**config.mk**
```make
export PLATFORM = sky130hd
export DESIGN_NAME = rr_arbiter_4x4bit
export DESIGN_NICKNAME = d
export VERILOG_FILES = /design/src/rtl/rr_arbiter_4x4bit.sv
export SDC_FILE = /design/constraint.sdc
export NUM_CORES = 1
export LEC_CHECK = 0
export ABC_CLOCK_PERIOD_IN_PS = 2700
export CAP_MARGIN = 30
export CORE_MARGIN = 2
export CORE_UTILIZATION = 30
export CTS_CLUSTER_SIZE = 25
export DETAILED_ROUTE_END_ITERATION = 8
export GPL_TIMING_DRIVEN = 0
export SETUP_SLACK_MARGIN = 0.05
export SLEW_MARGIN = 20
export SYNTH_ARGS = -nofsm -noshare
export SYNTH_HDL_FRONTEND = slang
export SYNTH_SLANG_ARGS = --single-unit
```
**constraint.sdc**
```tcl
create_clock -name clk -period 2.7 [get_ports clk]
set_input_delay 0.54 -clock clk [delete_from_list [all_inputs] [get_ports clk]]
set_output_delay 0.54 -clock clk [all_outputs]
set_load 0.02 [all_outputs]
```
**src/rtl/rr_arbiter_4x4bit.sv**
```systemverilog
// rr_arbiter_4x4bit
//   Four-channel round-robin arbiter with a one-entry registered output stage.
//   It picks one of four WIDTH-bit sources, captures the word into an output
//   register under a valid/ready handshake, and drives the 2-bit mux select.
//
// Ports
//   clk        : rising-edge clock
//   rst_n      : asynchronous active-low reset
//   req[3:0]   : per-channel request (bit 0 = a ... bit 3 = d)
//   a,b,c,d    : channel data, valid while the matching req bit is high
//   gnt[3:0]   : one-hot, combinational; channel accepted at the coming edge
//   sel[1:0]   : registered index of the channel whose word is in out_data
//   out_valid  : registered; out_data holds an unconsumed word
//   out_data   : registered captured word
//   out_ready  : downstream consumes out_data on an edge with out_valid high
module rr_arbiter_4x4bit #(
    parameter int WIDTH = 4
) (
    input  logic             clk,
    input  logic             rst_n,
    input  logic [3:0]       req,
    input  logic [WIDTH-1:0] a,
    input  logic [WIDTH-1:0] b,
    input  logic [WIDTH-1:0] c,
    input  logic [WIDTH-1:0] d,
    output logic [3:0]       gnt,
    output logic [1:0]       sel,
    output logic             out_valid,
    output logic [WIDTH-1:0] out_data,
    input  logic             out_ready
);

    typedef enum logic {
        ST_EMPTY = 1'b0,
        ST_FULL  = 1'b1
    } state_t;

    state_t           r_state;
    state_t           w_state_nxt;
    logic [1:0]       r_ptr;
    logic [1:0]       r_sel;
    logic [WIDTH-1:0] r_data;

    logic             w_space;
    logic             w_found;
    logic             w_accept;
    logic [1:0]       w_win;
    logic [1:0]       w_idx;
    logic [WIDTH-1:0] w_win_data;

    assign out_valid = (r_state == ST_FULL);
    assign sel       = r_sel;
    assign out_data  = r_data;

    assign w_space  = !out_valid || out_ready;
    // Gating with rst_n keeps gnt low while reset is held, so a requester
    // never sees a grant that the reset is about to discard.
    assign w_accept = rst_n && w_space && w_found;
    assign gnt      = w_accept ? (4'b0001 << w_win) : 4'b0000;

    // Search upward from the pointer with 2-bit wrap; the first hit wins.
    always_comb begin
        w_found = 1'b0;
        w_win   = r_ptr;
        w_idx   = r_ptr;
        for (int i = 0; i < 4; i++) begin
            w_idx = r_ptr + 2'(i);
            if (!w_found && req[w_idx]) begin
                w_found = 1'b1;
                w_win   = w_idx;
            end
        end
    end

    always_comb begin
        w_win_data = a;
        case (w_win)
            2'd0:    w_win_data = a;
            2'd1:    w_win_data = b;
            2'd2:    w_win_data = c;
            default: w_win_data = d;
        endcase
    end

    always_comb begin
        w_state_nxt = r_state;
        case (r_state)
            ST_EMPTY: if (w_accept) w_state_nxt = ST_FULL;
            ST_FULL:  if (out_ready && !w_accept) w_state_nxt = ST_EMPTY;
            default:  w_state_nxt = ST_EMPTY;
        endcase
    end

    always_ff @(posedge clk or negedge rst_n) begin
        if (!rst_n) begin
            r_state <= ST_EMPTY;
        end else begin
            r_state <= w_state_nxt;
        end
    end

    // Data, select and pointer move only on accept; a stall or a drain
    // leaves them untouched so the mux output stays stable.
    always_ff @(posedge clk or negedge rst_n) begin
        if (!rst_n) begin
            r_ptr  <= 2'd0;
            r_sel  <= 2'd0;
            r_data <= '0;
        end else if (w_accept) begin
            r_ptr  <= w_win + 2'd1;
            r_sel  <= w_win;
            r_data <= w_win_data;
        end
    end

endmodule

```
==> run metrics, run 1 <==
status=completed; max_cap viols=0; Root Driver=clkbuf_4; Synth Area in Adders=9.24%; I/O pin cnt=34; post-DR wirelength/cell=14.0 um; Crit Path Class=input port to output port; vias in the first global route=587; Final Routed Wirelength=1.89 mm; Tmin final=2.64 ns; RSZ-0062 raised after global routing=yes; Post-Place Worst Slack=-0.728 ns; hold_ws=0.199 ns; top post-synthesis cells by area=dfrtp_1, mux2_4, ha_1, a222oi_1, mux2i_1; Initial Util=31.2%; post-synthesis cell count=64; die height=51.5 um; Final Util=53.1%; Worst Setup End Kind=output port; # port buffers=33; Final Hold Viols=0; Total GRT Usage=13.9%; post-detail-place hpwl=1.40 mm; clock tree sinks=9; synthesized area per cell=10.6 um^2; later-pin clock latency in the skew report=0.25 ns; largest family of logic cells by synthesized area=compound AO/OA/AOI/OAI gates; post-synth design cell area=677 um^2; initial antenna violation count=0; Placed Cells incl. Taps=125; Die X-Extent=51.5 um; Worst VDD drop=0.000439 V; vias per cell=5.13; largest area contributor in the netlist=dfrtp_1; GR Overflow Total=0; diodes inserted=0; Rel. slew slack=71.7%; NumNets Final=136; Net Count, Synth=92; Crit-path slowest cell=clkdlybuf4s50_1; reg2reg path depth=9; Final Max Tran Viols=0; Post-DRT Antenna Nets=0; routability cong.=0.747; Hold Buf Count CTS=0; Detailed Route Iter0 Violations=27; drc violations=0; Core Box Area=2170 um^2; Filler cells=218; clock transition at the registers of the reported paths=0.06 ns; Via Count=692; synthesis warning total=0; TritonCTS clock tree=done; max incr delay on CP=0.52 ns; Highest Signal Layer=met4; Final Instance Count excl. Fillers=135; Crit Path Max Fanout=5; Synth Area in Compound Gates=21.4%; Final TNS setup=0 ns; Clock Path Buffers=2; Leak Pwr=0.000531 uW; critical path launch point type=input port; number of buffers created by CTS=3; Synth cell types=27; WL met1=782 um; PnR worst setup slack=0.0585 ns; Simple-Gate Fraction of Synth Area=14.0%; Max Fclk=0.379 GHz; Final period util=97.8%; row count=17; # setup viols final=0; first-pass GRT wire length=2.71 mm; area share of the largest cell type after synthesis=33.3%; PwrDens=761 nW/um^2; met3 wire length=218 um; largest net degree at the start of global routing=11; H-tree depth=1; metal2 WL=870 um; Critical Path, Cell by Cell=clkdlybuf4s50_1, nor2_1, o21bai_2, buf_4, nand3_2, ha_4, and3_1, buf_2; area grow syn2layout=70.2%; Critical Path AT=2.10 ns; multi-input combinational cell area=470 um^2; drt first pass iters=6; share of cells above drive strength 1=28.0%; Slew @ Worst Pin=0.424 ns; sequential fraction of the synthesis area=33.3%; die area=2650 um^2; post-synthesis xor/xnor area fraction=0%; FF/Latch Area=225 um^2; multiplexer share of the synthesized area=17.0%; worst min path class=input port to asynchronous set/reset pin; CP Data Required Time=2.16 ns; Worst Skew=0.00721 ns; register bit total from synthesis=9
state kept, by name (all words and copies together) (netlist names):
signal     cells
out_data       4
out_valid      1
r_ptr          2
sel            2
timing repair:
item                                    in CTS  in global routing
resized for setup                           32                  2
pin swaps                                    4                  2
endpoints found under the setup margin       8                  4
setup buffers                                3                  3
layout by cell type (no fill, tap or decap), drive strengths merged, types with 2 or more instances in the layout:
| cell | instances |
|---|---|
| clkdlybuf4s50 | 25 |
| buf | 11 |
| dfrtp | 9 |
| inv | 5 |
| mux2 | 5 |
| and3 | 5 |
| ha | 5 |
| a222oi | 4 |
| mux2i | 4 |
| nor2b | 4 |
| clkbuf | 4 |
| a21boi | 2 |
| and2 | 2 |
| a21oi | 2 |
| dlygate4sd2 | 2 |
| o21bai | 2 |
| o21ai | 2 |
| clkdlybuf4s15 | 2 |
cells by family after synthesis:
| kind of cell | after synthesis |
|---|---|
| AO/OA/AOI/OAI | 18 |
| AND/OR/NAND/NOR | 16 |
| multiplexers | 9 |
| flip-flops | 9 |
| buffers and inverters | 7 |
| adder cells (fa/ha/maj) | 5 |
worst max-delay path, delay by kind of cell:
kind / cells / cell delay [ns]
AO/OA/AOI/OAI: 1 / 0.17
adder cells (fa/ha/maj): 1 / 0.22
buffers and inverters: 3 / 0.83
AND/OR/NAND/NOR: 3 / 0.34
routing by layer:
metal,vias to the layer above,track usage (%)
li1,327,-
met1,324,16.4
met2,39,23.5
met3,2,6.32
met4,0,2.63
met5,-,0
per-stage QoR:
step                power [uW]  cell area [um^2]
finish                     876              1150
global route               937              1150
floorplan                  524               677
CTS                        870              1130
global placement           710              1040
detailed placement         716              1040
power breakdown:
part           switching [uW]  internal (uW)  leakage, uW
clock network            41.1           56.6    0.0000150
registers                43.2            188     0.000106
logic                     244            303     0.000409
final cells by class:
cell class | instances | area share [%]
sequential | 9 | 19.5
clock buffer | 4 | 2.28
multi-input combinational | 48 | 40.8
inverter | 5 | 1.63
timing repair buffer | 39 | 31.4
buffer | 2 | 1.30
tap | 28 | 3.04
path summary, 6_finish.rpt:
kind | slack, ns | start | to
max | 0.06 | req[1] | gnt[2]
min | 0.20 | rst_n | sel[0]$_DFFE_PN0P_
max reg2reg | 0.44 | r_ptr[1]$_DFFE_PN0P_ | out_data[3]$_DFFE_PN0P_
min reg2reg | 0.52 | out_data[1]$_DFFE_PN0P_ | out_data[1]$_DFFE_PN0P_
max in group asynchronous | 2.20 | rst_n | out_data[1]$_DFFE_PN0P_
min in group clk | 0.52 | out_data[1]$_DFFE_PN0P_ | out_data[1]$_DFFE_PN0P_
cells in the mapped netlist:
cell      number
a41o_1         1
mux2_4         5
dfrtp_1        9
o21bai_1       2
mux2i_1        4
a21boi_0       2
inv_1          5
and2_4         1
ha_1           5
a31oi_1        1
a21o_1         1
a222oi_1       4
a41oi_1        1
nor2_1         1
buf_6          1
nand3_1        1
o41a_1         1
o21ai_0        2
nor3_1         1
and3_1         5
nand2_1        1
a2111o_1       1
and2_1         1
buf_1          1
nand2b_1       1
a21oi_1        2
nor2b_1        4
Note: power is estimated with default switching activity, not from simulation.
==> inputs of run 2 (changes only) <==
Settings changed: CORE_MARGIN 2 to default.
==> run 2 against run 1 <==
Design area down 3.5%. Register-to-register slack better by 0.09 ns. Global-route usage up 2.3 points. Critical path type unchanged. Largest power group unchanged. Count of clock-buffer cells in the layout unchanged. Critical endpoint is now gnt[1].
==> run metrics, run 2 (synthesis results as in run 1) <==
Final period util=97.2%; area grow syn2layout=64.3%; Crit Path Class=input port to output port; Via Count=646; I/O pin cnt=34; # port buffers=33; Placed Cells incl. Taps=124; max FFs per register=4; Critical Path, Cell by Cell=clkdlybuf4s50_1, nor2_1, o21bai_2, and3_4, ha_2, and3_1, buf_2; FF/Latch Area=225 um^2; routability cong.=0.732; Leak Pwr=0.000512 uW; drt first pass iters=4; Final Routed Wirelength=1.73 mm; Initial Util=33.1%; PnR worst setup slack=0.0744 ns; CP top delay family=buffers and inverters; die area=2450 um^2; largest net degree at the start of global routing=11; later-pin clock latency in the skew report=0.26 ns; critical path depth=7; Max Fclk=0.381 GHz; max_cap viols=0; Slew @ Worst Pin=0.460 ns; clock transition at the registers of the reported paths=0.06 ns; Filler cells=197; vias in the first global route=641; post-detail-place hpwl=1.27 mm; Rel. slew slack=69.4%; multi-input combinational cell area=458 um^2; hold_ws=0.328 ns; Tmin final=2.63 ns; NumNets Final=134; Core Box Area=2040 um^2; reg2reg path depth=6; Final Max Tran Viols=0; vias per cell=4.89; clock tree sinks=9; worst min path class=input port to asynchronous set/reset pin; PwrDens=769 nW/um^2; most frequent cells in the layout=clkdlybuf4s50_1, dfrtp_1, inv_1, mux2_4; RSZ-0062 raised after global routing=yes; TritonCTS clock tree=done; drc violations=0; row count=16; initial antenna violation count=0; # setup viols final=0; Final Util=54.5%; Final Hold Viols=0; CP Launch Point=req[1]; Crit-path slowest cell=clkdlybuf4s50_1; CP Data Required Time=2.16 ns; number of buffers created by CTS=3; Clock Path Buffers=2; Post-DRT Antenna Nets=0; H-tree depth=1; die height=49.5 um; status=completed; first-pass GRT wire length=2.97 mm; Hold Buf Count CTS=0; Final TNS setup=0 ns; critical path launch point type=input port; max incr delay on CP=0.52 ns; WP buf/inv=2; post-DR wirelength/cell=13.1 um; GR Overflow Total=0; Post-Place Worst Slack=-0.765 ns; Worst Setup End Kind=output port; Worst VDD drop=0.000413 V; Total GRT Usage=16.3%; diodes inserted=0; Worst Skew=0.000858 ns; Die X-Extent=49.5 um; Crit Path Max Fanout=5; Final Instance Count excl. Fillers=132; Critical R2R Launch=r_ptr[1]$_DFFE_PN0P_; Detailed Route Iter0 Violations=12; most common cell after layout, fill and taps aside=clkdlybuf4s50_1; Root Driver=clkbuf_4; share of cells above drive strength 1=25.7%; Critical Path AT=2.09 ns
-- run 2: report_power, final --
part	switching [uW]	internal, uW	total, uW
clock	49.2	57.1	106
combinational	234	286	520
sequential	41.8	188	230
-- run 2: per-stage QoR --
stage               cell area, um^2  total power (uW)
floorplan                       677               524
CTS                            1120               865
global placement               1040               714
finish                         1110               856
global route                   1110               925
detailed placement             1040               714
-- run 2: what timing repair did --
action,4_1_cts,5_1_grt
endpoints found under the hold margin,0,0
endpoints found under the setup margin,7,4
setup buffers,3,1
pin swaps,3,0
resized for setup,31,2
-- run 2: area by class of cell --
cell class | count | share of cell area (%)
inverter | 5 | 1.69
tap | 27 | 3.04
sequential | 9 | 20.2
multi-input combinational | 48 | 41.2
clock buffer | 4 | 2.36
timing repair buffer | 37 | 30.1
buffer | 2 | 1.35
-- run 2: worst paths after layout --
path,to,slack (ns)
min,sel[1]$_DFFE_PN0P_,0.33
max reg2reg,out_data[3]$_DFFE_PN0P_,0.53
max,gnt[1],0.07
max in group asynchronous,out_data[1]$_DFFE_PN0P_,2.06
min in group clk,out_valid$_DFF_PN0_,0.51
min reg2reg,out_valid$_DFF_PN0_,0.51
-- run 2: routing by layer --
layer	GRT usage, %	vias to the layer above	part of all wire [%]
li1	-	325	-
met1	20.6	290	48
met2	26.0	31	41
met3	6.79	0	10
met4	2.86	0	0
met5	0	-	0
==> inputs of run 3 (changes only) <==
Settings changed: ABC_AREA from default to 1.
==> run 3 against run 2 <==
The flow now finishes with violations (negative setup slack). Area after synthesis rose by 28%. Design area rose by 58%. Fmax fell by 4.8%. Hold slack got worse by 0.042 ns. Flip-flop and latch count did not move. Cell count rose by 72%. First-iteration DRC count rose to 2.7 times the previous value. Sequential share of layout area fell by 7.3 points. Largest cell class unchanged.
==> run metrics, run 3 <==
critical path launch point type=flop; initial antenna violation count=0; Core Box Area=2730 um^2; Synth cell types=21; Tmin final=2.76 ns; largest area contributor in the netlist=dfrtp_1; die height=55.7 um; most numerous cell in the Yosys netlist=nand2_1; largest net degree at the start of global routing=11; CP Data Required Time=2.16 ns; worst min path class=input port to asynchronous set/reset pin; register bit total from synthesis=9; PwrDens=1570 nW/um^2; Detailed Route Iter0 Violations=32; met2 usage=28.1%; Post-DRT Antenna Nets=0; area grow syn2layout=103%; max FFs per register=4; hold_ws=0.286 ns; GR Overflow Total=0; post-DR wirelength/cell=14.7 um; Worst Setup End Kind=output port; area share of the largest cell type after synthesis=26.0%; synthesized area per cell=6.41 um^2; power share of the clock group=3.7%; Slew @ Worst Pin=0.412 ns; Clock Path Buffers=2; diodes inserted=0; TritonCTS clock tree=done; Sw Ratio=51.4%; Final Max Tran Viols=0; Critical Path AT=2.22 ns; Max Fclk=0.362 GHz; Most Crowded Layer GR=met2; Root Driver=clkbuf_4; Reg power frac=9.8%; Crit Path Class=flop to output port; later-pin clock latency in the skew report=0.25 ns; Filler cells=215; share of cells above drive strength 1=50.0%; Crit Path Max Fanout=4; PnR worst setup slack=-0.0589 ns; drc violations=0; NumNets Final=225; post-detail-place hpwl=1.72 mm; Total GRT Usage=16.2%; Leak Pwr=0.000829 uW; Worst Skew=0.00445 ns; # setup viols final=3; most common cell after layout, fill and taps aside=nand2_1; Sw Pwr=1420 uW; max_cap viols=0; Post-synth EDFFs=0; vias in the first global route=960; Final Hold Viols=0; internal power=1340 uW; grt met1 use=21.2%; Rel. slew slack=72.5%; ys flop type=dfrtp_1; status=complete, but fails checks; M3 GR Usage=0.930%; Die X-Extent=55.7 um; sequential fraction of the synthesis area=26.0%; Final period util=102%; Final Instance Count excl. Fillers=227; # port buffers=33; Via Count=1,140; Logic pwr share=86.6%; clock transition at the registers of the reported paths=0.06 ns; top post-synthesis cells by area=dfrtp_1, nand2_1, inv_1, ha_1, o21ai_2; row count=19; post-synth design cell area=866 um^2; Hold Buf Count CTS=0; post-synthesis cell count=135; Worst VDD drop=0.000949 V; RSZ-0062 raised after global routing=yes; clock tree sinks=9; Net Count, Synth=163; synthesis warning total=0; Final Routed Wirelength=3.35 mm; first-pass GRT wire length=4.11 mm; top post-synthesis cells by count=nand2_1, inv_1, dfrtp_1; number of buffers created by CTS=3; drt first pass iters=4; die area=3100 um^2; I/O pin cnt=34; vias per cell=5.02; most frequent cells in the layout=nand2_1, clkdlybuf4s50_1, buf_4; async set-reset flop share out of synthesis=100%; Placed Cells incl. Taps=199; H-tree depth=1; violated checks=negative setup slack; routability cong.=0.760; Initial Util=31.7%
## run 3: through the flow
stage,utilization (%),power [uW],setup TNS [ns],setup slack (ns),instance area (um^2)
floorplan,-,1170,0,0.285,866
global placement,45.2,1540,-3.52,-0.786,1230
detailed placement,45.2,1540,-3.89,-0.827,1230
CTS,50.3,1940,0,0.0439,1380
global route,64.3,2920,-0.507,-0.150,1760
finish,64.3,2760,-0.109,-0.0589,1760
## run 3: cell type report
class | instances | area, um^2 | area share (%)
flip-flops and latches | 9 | 228 | 13.0
repair inverters | 1 | 5.00 | 0.285
clock buffers | 4 | 26.3 | 1.50
well taps | 31 | 38.8 | 2.21
plain buffers | 2 | 31.3 | 1.78
inverters | 20 | 97.6 | 5.56
multi-input cells | 103 | 823 | 46.9
repair buffers | 57 | 507 | 28.8
## run 3: what timing repair did
action | 4_1_cts | 5_1_grt
gates cloned | 0 | 2
setup endpoints to repair | 7 | 8
hold endpoints to repair | 0 | 0
resized for setup | 45 | 71
buffers inserted | 7 | 16
pin swaps | 8 | 29
## run 3: cell families (layout without fill, tap and decap cells)
family	after synthesis	after routing	synth area share, %
compound gates	19	19	15.5
fa+ha+maj	5	5	7.23
buf+inv	23	84	12.6
flops	9	9	26.0
simple gates	79	79	38.7
## run 3: per-layer routing
layer | wire length (um) | vias to the layer above
met4 | 68 | 0
met3 | 74 | 8
met1 | 1430 | 552
met5 | 0 | -
met2 | 1780 | 30
li1 | - | 550
## run 3: path summary, 6_finish.rpt
| check | from | to | slack, ns | cells past startpoint |
|---|---|---|---|---|
| setup / recovery | r_ptr[0]$_DFFE_PN0P_ | gnt[2] | -0.06 | 13 |
| hold reg to reg | out_data[0]$_DFFE_PN0P_ | out_data[0]$_DFFE_PN0P_ | 0.48 | 2 |
| hold / removal | rst_n | out_valid$_DFF_PN0_ | 0.29 | 1 |
| min in group clk | out_data[0]$_DFFE_PN0P_ | out_data[0]$_DFFE_PN0P_ | 0.48 | 2 |
| setup reg to reg | r_ptr[0]$_DFFE_PN0P_ | out_data[3]$_DFFE_PN0P_ | 0.15 | 14 |
| max in group asynchronous | rst_n | r_ptr[0]$_DFFE_PN0P_ | 2.10 | 1 |
## run 3: power groups by stage
stage | registers [uW] | clock network, uW | logic (uW)
6_report | 269 | 101 | 2390
5_1_grt | 277 | 116 | 2530
4_1_cts | 249 | 103 | 1580
3_5_place_dp | 249 | 0 | 1290
3_3_place_gp | 245 | 0 | 1290
2_1_floorplan | 297 | 0 | 877
## run 3: critical path, cell delays in order, from the launching register on
cell	delay, ns
dfrtp_2	0.46
buf_6	0.15
nand2_4	0.06
nand2_2	0.07
o21ai_4	0.20
nand4_1	0.17
buf_4	0.20
nand3_4	0.08
nand2_4	0.09
inv_4	0.09
ha_4	0.14
inv_2	0.03
nor2_1	0.07
buf_4	0.15
